## src/rtl/booth_seq_pkg.sv

```systemverilog
// Shared types and 7-segment helpers for the sequential Booth multiplier.
package booth_seq_pkg;

  typedef enum logic [1:0] {
    IDLE = 2'd0,
    LOAD = 2'd1,
    STEP = 2'd2,
    DONE = 2'd3
  } state_t;

  localparam int unsigned SEG_CODE_W = 7;
  localparam int unsigned BCD_W      = 4;
  localparam int unsigned NUM_DIGITS = 10;

  // Segment codes a..g (MSB = a) for digits 0..9.
  localparam logic [SEG_CODE_W-1:0] SEG_DIGIT [NUM_DIGITS] = '{
    7'b1111110, 7'b0110000, 7'b1101101, 7'b1111001, 7'b0110011,
    7'b1011011, 7'b1011111, 7'b1110000, 7'b1111111, 7'b1111011
  };

  // Returns {valid, bcd}; bcd is zero when the code matches no digit.
  function automatic logic [BCD_W:0] seg_decode(input logic [SEG_CODE_W-1:0] code);
    logic [BCD_W:0] r;
    r = '0;
    for (int i = 0; i < int'(NUM_DIGITS); i++) begin
      if (code == SEG_DIGIT[i]) r = {1'b1, BCD_W'(i)};
    end
    return r;
  endfunction

endpackage

```

## src/rtl/booth_seq_ctrl_step.sv

```systemverilog
// One radix-2 Booth step: conditional add/subtract of M, then arithmetic shift of {A,Q,Qm1}.
module booth_seq_ctrl_step #(
  parameter int unsigned WIDTH = 8
) (
  input  logic [WIDTH-1:0] i_a,
  input  logic [WIDTH-1:0] i_q,
  input  logic             i_qm1,
  input  logic [WIDTH-1:0] i_m,
  output logic [WIDTH-1:0] o_a_nx,
  output logic [WIDTH-1:0] o_q_nx,
  output logic             o_qm1_nx
);

  logic [WIDTH-1:0] w_sum;

  always_comb begin
    w_sum = i_a;
    case ({i_q[0], i_qm1})
      2'b01:   w_sum = i_a + i_m;
      2'b10:   w_sum = i_a - i_m;
      default: w_sum = i_a;
    endcase
  end

  assign o_a_nx   = {w_sum[WIDTH-1], w_sum[WIDTH-1:1]};
  assign o_q_nx   = {w_sum[0], i_q[WIDTH-1:1]};
  assign o_qm1_nx = i_q[0];

endmodule

```

## src/rtl/booth_seq_ctrl.sv

```systemverilog
// Sequential Booth multiplier taking signed 2-digit 7-segment operands; start/busy/done handshake.
module booth_seq_ctrl
  import booth_seq_pkg::*;
#(
  parameter int unsigned WIDTH = 8,
  parameter int unsigned SEG_W = 7
) (
  input  logic                 clk,
  input  logic                 rst_n,
  input  logic                 start,
  input  logic [2*SEG_W:0]     x_in,
  input  logic [2*SEG_W:0]     y_in,
  output logic                 busy,
  output logic                 done,
  output logic                 err,
  output logic [2*WIDTH-1:0]   product
);

  localparam int unsigned OP_W  = 2*SEG_W + 1;
  localparam int unsigned CNT_W = $clog2(WIDTH);
  localparam logic [WIDTH-1:0] TEN      = WIDTH'(10);
  localparam logic [CNT_W-1:0] LAST_CNT = CNT_W'(WIDTH - 1);

  state_t r_state;
  state_t w_state_nx;

  logic [OP_W-1:0]    r_x, r_y;
  logic [WIDTH-1:0]   r_a, r_q, r_m;
  logic               r_qm1;
  logic [CNT_W-1:0]   r_cnt;
  logic               r_done, r_err;
  logic [2*WIDTH-1:0] r_product;

  logic [BCD_W:0]   w_xt, w_xu, w_yt, w_yu;
  logic             w_ops_valid;
  logic [WIDTH-1:0] w_x_mag, w_y_mag, w_x_val, w_y_val;
  logic [WIDTH-1:0] w_a_nx, w_q_nx;
  logic             w_qm1_nx;
  logic             w_last;
  logic             w_capture, w_load, w_fail, w_step, w_finish;

  // Operand decode from the captured copies.
  assign w_xt = seg_decode(r_x[2*SEG_W-1:SEG_W]);
  assign w_xu = seg_decode(r_x[SEG_W-1:0]);
  assign w_yt = seg_decode(r_y[2*SEG_W-1:SEG_W]);
  assign w_yu = seg_decode(r_y[SEG_W-1:0]);

  assign w_ops_valid = w_xt[BCD_W] & w_xu[BCD_W] & w_yt[BCD_W] & w_yu[BCD_W];

  assign w_x_mag = WIDTH'(w_xt[BCD_W-1:0]) * TEN + WIDTH'(w_xu[BCD_W-1:0]);
  assign w_y_mag = WIDTH'(w_yt[BCD_W-1:0]) * TEN + WIDTH'(w_yu[BCD_W-1:0]);
  assign w_x_val = r_x[2*SEG_W] ? -w_x_mag : w_x_mag;
  assign w_y_val = r_y[2*SEG_W] ? -w_y_mag : w_y_mag;

  assign w_last = (r_cnt == LAST_CNT);

  booth_seq_ctrl_step #(
    .WIDTH (WIDTH)
  ) u_step (
    .i_a      (r_a),
    .i_q      (r_q),
    .i_qm1    (r_qm1),
    .i_m      (r_m),
    .o_a_nx   (w_a_nx),
    .o_q_nx   (w_q_nx),
    .o_qm1_nx (w_qm1_nx)
  );

  always_ff @(posedge clk or negedge rst_n) begin
    if (!rst_n) r_state <= IDLE;
    else        r_state <= w_state_nx;
  end

  always_comb begin
    w_state_nx = r_state;
    case (r_state)
      IDLE:    if (start) w_state_nx = LOAD;
      LOAD:    w_state_nx = w_ops_valid ? STEP : DONE;
      STEP:    if (w_last) w_state_nx = DONE;
      DONE:    w_state_nx = IDLE;
      default: w_state_nx = IDLE;
    endcase
  end

  always_comb begin
    busy      = 1'b0;
    w_capture = 1'b0;
    w_load    = 1'b0;
    w_fail    = 1'b0;
    w_step    = 1'b0;
    w_finish  = 1'b0;
    case (r_state)
      IDLE: w_capture = start;
      LOAD: begin
        busy   = 1'b1;
        w_load = w_ops_valid;
        w_fail = ~w_ops_valid;
      end
      STEP: begin
        busy     = 1'b1;
        w_step   = 1'b1;
        w_finish = w_last;
      end
      DONE:    busy = 1'b1;
      default: busy = 1'b0;
    endcase
  end

  // Datapath and output registers; done rises on the edge that enters DONE.
  always_ff @(posedge clk or negedge rst_n) begin
    if (!rst_n) begin
      r_x       <= '0;
      r_y       <= '0;
      r_a       <= '0;
      r_q       <= '0;
      r_m       <= '0;
      r_qm1     <= 1'b0;
      r_cnt     <= '0;
      r_done    <= 1'b0;
      r_err     <= 1'b0;
      r_product <= '0;
    end else begin
      r_done <= w_finish | w_fail;
      if (w_capture) begin
        r_x <= x_in;
        r_y <= y_in;
      end
      if (w_load) begin
        r_m   <= w_x_val;
        r_q   <= w_y_val;
        r_a   <= '0;
        r_qm1 <= 1'b0;
        r_cnt <= '0;
      end
      if (w_fail) begin
        r_err     <= 1'b1;
        r_product <= '0;
      end
      if (w_step) begin
        r_a   <= w_a_nx;
        r_q   <= w_q_nx;
        r_qm1 <= w_qm1_nx;
        r_cnt <= r_cnt + CNT_W'(1);
      end
      if (w_finish) begin
        r_product <= {w_a_nx, w_q_nx};
        r_err     <= 1'b0;
      end
    end
  end

  assign done    = r_done;
  assign err     = r_err;
  assign product = r_product;

endmodule

```

## config.mk

```make
export PLATFORM = sky130hd
export DESIGN_NAME = booth_seq_ctrl
export DESIGN_NICKNAME = d
export VERILOG_FILES = /design/src/rtl/booth_seq_pkg.sv /design/src/rtl/booth_seq_ctrl_step.sv /design/src/rtl/booth_seq_ctrl.sv
export SDC_FILE = /design/constraint.sdc
export NUM_CORES = 1
export LEC_CHECK = 0
export BUFFER_PORTS_ARGS = -buffer_cell sky130_fd_sc_hd__buf_2
export CAP_MARGIN = 30
export CELL_PAD_IN_SITES_DETAIL_PLACEMENT = 1
export CELL_PAD_IN_SITES_GLOBAL_PLACEMENT = 1
export CORE_ASPECT_RATIO = 1.5
export CORE_MARGIN = 5
export CORE_UTILIZATION = 26
export DETAILED_ROUTE_END_ITERATION = 6
export PLACE_DENSITY = 0.55
export SLEW_MARGIN = 20
export SYNTH_ARGS = -nofsm -noshare
export SYNTH_HDL_FRONTEND = slang
export SYNTH_SLANG_ARGS = --single-unit
```

## constraint.sdc

```tcl
create_clock -name clk -period 3.8 [get_ports clk]
set_input_delay 1.14 -clock clk [delete_from_list [all_inputs] [get_ports clk]]
set_output_delay 1.14 -clock clk [all_outputs]
set_load 0.05 [all_outputs]
```

# Yosys cells after proc, flatten, opt, wreduce, memory -nomap -nowiden
# Index checks and enable logic that the tools add are counted.
# word_totals
regBits,78
out_inout_bits,19
elab_cells,143
input_bits,33
# op_classes
reduce_logical,5
addsub,7
mux,65
bitwise,5
n_eq_ne,48
multipliers,2
# ops
op,n
7-bit == test (second input constant),32
5-bit 2-to-1 mux,40
7-bit by 6-bit == test with 1-bit output (second input constant),8
8-bit 2-to-1 mux,6
16-bit 2-to-1 mux,2
8-bit by 4-bit adder with 8-bit output,2
8-bit negator,2
8-bit case mux with 2 select lines,1
4-bit by 3-bit multiplier with 7-bit output (second input constant),2
1-bit 2-to-1 mux,11
8-bit adder,1
2-bit case mux with 4 select lines,1
8-bit subtractor,1
2-bit == test (second input constant),3
3-bit 2-to-1 mux,2
2-bit by 1-bit == test with 1-bit output (second input constant),2
2-bit 2-to-1 mux,2
2-bit != test (second input constant),2
2-bit nonzero test,2
3-bit by 1-bit adder with 3-bit output (second input constant),1
1-bit bitwise AND,3
3-bit == test (second input constant),1
3-bit OR reduction,1
2-bit logical NOT,1
other kinds (3),3

# Depth between registers and ports, before layout
# depth
word_depth,18
depth_mapped,17
mapped_depth_nobuf,16

# Cells and area by module
# A second synthesis with hierarchy kept.
# unflattened
cells_unflattened,592
hier_area_um2,5300.1
# by_module_without_submodules
mod,seq_area_each_um2,cells_per_inst,n_inst,area_per_inst_um2
booth_seq_ctrl,1951.9,514,1,4723.3
booth_seq_ctrl_step,0.0,78,1,576.8

# Worst setup path after synthesis
# No wires, ideal clock.
# synth_timing
path_kind,register to register
startpoint,register r_y[11]
endpoint,register r_q[7]
n_path_buf,1
synth_period_minus_slack_ns,3.476
required_time_ns,3.666
setup_ns,0.134
setup_slack_ns,0.324
arrival_ns,3.341
stages_incl_launch_ff,17
cell_sequence,dfrtp_1 > buf_2 > nor3b_1 > a22oi_1 > o22ai_1 > and2_1 > ha_1 > ha_1 > inv_1 > fa_1 > nand2b_1 > a21oi_1 > xnor3_1 > o41ai_1 > xor2_1 > mux2i_1 > mux2i_1
# synth_via
elab_chain_len,16
word_cells_on_any_way,30
cone_classes,add/sub (2); mul (1); eq/ne (10); mux (14); bitwise (2); reduce/logical (1)
# synth_lines
item,line_no,text
"start, declared",booth_seq_ctrl.sv:27,"logic [OP_W-1:0] r_x, r_y;"
"start signal, assigned",booth_seq_ctrl.sv:126,r_y <= y_in;
7-bit by 6-bit == test with 1-bit output,booth_seq_pkg.sv:26,"if (code == SEG_DIGIT[i]) r = {1'b1, BCD_W'(i)};"
5-bit 2-to-1 mux (8 in series),booth_seq_pkg.sv:26,
5-bit 2-to-1 mux (*),booth_seq_pkg.sv:26,
4-bit by 3-bit multiplier with 7-bit output,booth_seq_ctrl.sv:51,assign w_y_mag = WIDTH'(w_yt[BCD_W-1:0]) * TEN + WIDTH'(w_yu[BCD_W-1:0]);
8-bit by 4-bit adder with 8-bit output,booth_seq_ctrl.sv:51,
8-bit negator,booth_seq_ctrl.sv:53,assign w_y_val = r_y[2*SEG_W] ? -w_y_mag : w_y_mag;
8-bit 2-to-1 mux,booth_seq_ctrl.sv:53,
8-bit 2-to-1 mux,booth_seq_ctrl.sv:128,if (w_load) begin
8-bit 2-to-1 mux,booth_seq_ctrl.sv:139,if (w_step) begin
"end signal, assigned",booth_seq_ctrl.sv:130,r_q <= w_y_val;
"end signal, assigned",booth_seq_ctrl.sv:141,r_q <= w_q_nx;
"end, declared",booth_seq_ctrl.sv:28,"logic [WIDTH-1:0] r_a, r_q, r_m;"
# Mark *: on every way between the ends. The rest lies on a longest branch, timed or not. The select of a mux whose other input is x is not followed.
# A chain may end at the register's enable or synchronous reset.

# Worst setup path in the final report
# layout_timing
startpoint,register r_y[9]
endpoint,register r_q[7]
# Same word-level chain as after synthesis.

==> run metrics <==
outcome=complete, no violations; setup violators final=0; initial DRC count=125; Core ar.=0.01963 sq mm; placed cells=~850; Yosys warnings=0; leak pwr=2.701 nW; vias in the first global route=roughly 4600; first-pass GRT wire length=between 20 and 25 mm; layout cells sized above 1=0.2193; Post-CTS Setup Bufs=0; kind of critical path=reg -> reg; final hold viol count=0; htree depth=3; Mean Syn Cell Area=9.280 sq um; post-route setup slack=0.2893 ns; post-DR wirelength/cell=around 15 um; HPWL after DPL=10.04 mm; Detail Route Antenna Nets=0; Crit Path Max Fanout=8; Synth cell types=69; synth top area cells=dfrtp_1 37%, mux2_2 7.9%, ha_1 7.5%, nand2_1 5.2%, xnor2_1 3.2%; DRC errors left=0; max cap viols=0; Mapped Nets=625; Die ar.=approximately 0.023 sq mm; Via density=4.823; Mapped Cells=556; EDFF count, synth=0; Vias=4157; Worst-Skew Late Latency=between 0.3 and 0.4 ns; DR pass1 iterations=4; largest net degree at the start of global routing=54; CP arrival=3.78 ns; initial antenna violation count=0; crit end category=register; post-layout util=0.3066; worst hold margin=0.4886 ns; Synth top cells by count=76 x dfrtp_1, 71 x nand2_1, 36 x mux2_2; Synth area leader=dfrtp_1; Top FF cell, synth=dfrtp_1; Yosys reg bits=76; overall routing resource usage=0.1210; crit share post-route=0.9239; ys async rst share=1.000; grt total ovfl=0; chip height=182.5 um; WL final=approximately 13 mm; Critical Path RT=between 4 and 5 ns; clock-pin slew on the worst setup and hold paths=about 0.07 ns; die width=125.0 um; CTS Hold Bufs=0; worst-margin pin slew=0.5765 ns; IR Drop Worst-Case VDD=0.2865 mV; Port Buffer Count=51; Fmax=284.8 MHz; row count=63; top-count cell post-synth=dfrtp_1; Pins Over Slew Limit=0; startpoint types=register; routability cong.=0.7958; starting density of the core=0.2629; clock sink total=76; CTS tree=yes; cts bufs inserted=9; Setup TNS=0 ns; Syn Std Cell Area=0.005160 sq mm; IO Count=52; Max-slew headroom=0.6156; register area share after synthesis=0.3686; Clock Skew=0.009708 ns; n_diodes=0; RSZ-0062 raised after global routing=false; area grow syn2layout=16.61%; Synth top area share=0.3686; Non-Filler Instances=~860; PD cells=approximately 700 mW/mm^2; crit path time final=3.511 ns; CTS root buf=clkbuf_16; Tightest Hold Check Type=reg -> reg; CTS Buffer Depth=2; NumNets Final=666; dpl ws=0.02132 ns
==> stage by stage <==
stage / instance area (sq um) / power [mW]
floorplan: 5160 / 2.913
global placement: 5664 / 3.322
detailed placement: 5692 / 3.449
CTS: 5987 / 4.354
global route: 6017 / 4.685
finish: 6017 / 4.306
==> sequential cells by signal, indices dropped and copies added, names as in the netlist <==
signal,flops
done,1
r_a,7
r_m,8
r_cnt,3
r_x,15
r_state,2
r_q,8
r_y,15
err,1
product,15
r_qm1,1
==> worst max-delay path, cell delays in order, from the launching register on <==
cell and delay, ns:
dfrtp_2 0.45, nor3b_2 0.18, a22oi_1 0.20, o22ai_1 0.11, and2_4 0.18, ha_1 0.29
ha_1 0.21, inv_1 0.07, fa_1 0.47, nand2b_1 0.17, a21oi_1 0.13, xnor3_2 0.30
o41ai_2 0.25, xor2_1 0.19, mux2i_1 0.09, mux2i_1 0.14
==> cells by family after synthesis <==
kind of cell,share of synthesized area
AOI/OAI and AO/OA,0.1360
and+or+nand+nor,0.1918
muxes,0.1018
adders and majority gates,0.09457
DFF,0.3686
xor gates and xnor gates,0.05698
buffers and inverters,0.05019
==> layout make-up <==
class | instances | area (sq um)
Timing Repair Buffer | 61 | 352.8
Tap cell | 260 | 325.3
Clock buffer | 9 | 225.2
Sequential cell | 76 | 1907
Multi-Input combinational cell | 419 | 3032
Fill cell | 2286 | 13610
Clock inverter | 7 | 62.56
Inverter | 30 | 112.6
==> where the power goes <==
group          switching, mW  leakage (nW)  total (mW)  internal [mW]
Sequential             0.442         0.961        1.53           1.09
Combinational           1.04          1.60        1.91          0.870
Clock                  0.410         0.139       0.869          0.458
==> placed cells by master, fill, tap and decap left out, types with 3 or more instances in the layout <==
cell type	count
ha_1	31
xnor2_1	19
and2_1	3
mux2i_1	12
a21oi_1	23
o31ai_1	7
nand2b_1	13
buf_2	50
o21ai_1	5
o22ai_1	6
inv_6	4
nor2b_1	8
dfrtp_1	72
nor2_1	28
nand3_1	22
inv_1	30
mux2_2	36
o21ai_0	33
a22oi_1	4
buf_4	10
nand2_1	71
clkbuf_16	9
nor3_1	8
xor2_1	12
nor4b_1	3
fa_1	5
a31oi_1	6
nand4b_1	3
dfrtp_2	4
a21o_1	5
nor3b_1	4
nand4_1	5
==> path summary, 6_finish.rpt <==
kind                           from        to  slack, ns  cells past startpoint
min                        r_cnt[0]  r_cnt[0]       0.49                      1
min reg2reg                r_cnt[0]  r_cnt[0]       0.49                      1
max                          r_y[9]    r_q[7]       0.29                     15
max reg2reg                  r_y[9]    r_q[7]       0.29                     15
max in group asynchronous     rst_n    r_m[6]       2.52                      2
min in group asynchronous     rst_n       err       0.68                      1
==> what timing repair did <==
item,CTS,global route
endpoints found under the setup margin,1,2
pin swaps,0,2
cloned,0,0
resized for setup,1,10
==> per-layer routing <==
metal,wire [um],vias to the layer above,GRT usage,part of all wire
li1,-,2042,-,-
met1,5674,2058,0.1396,0.43
met2,6979,42,0.2226,0.53
met3,287,15,0.02167,0.022
met4,210,0,0.04297,0.016
met5,0,-,0,0
Power figures use the tool's default switching activity.
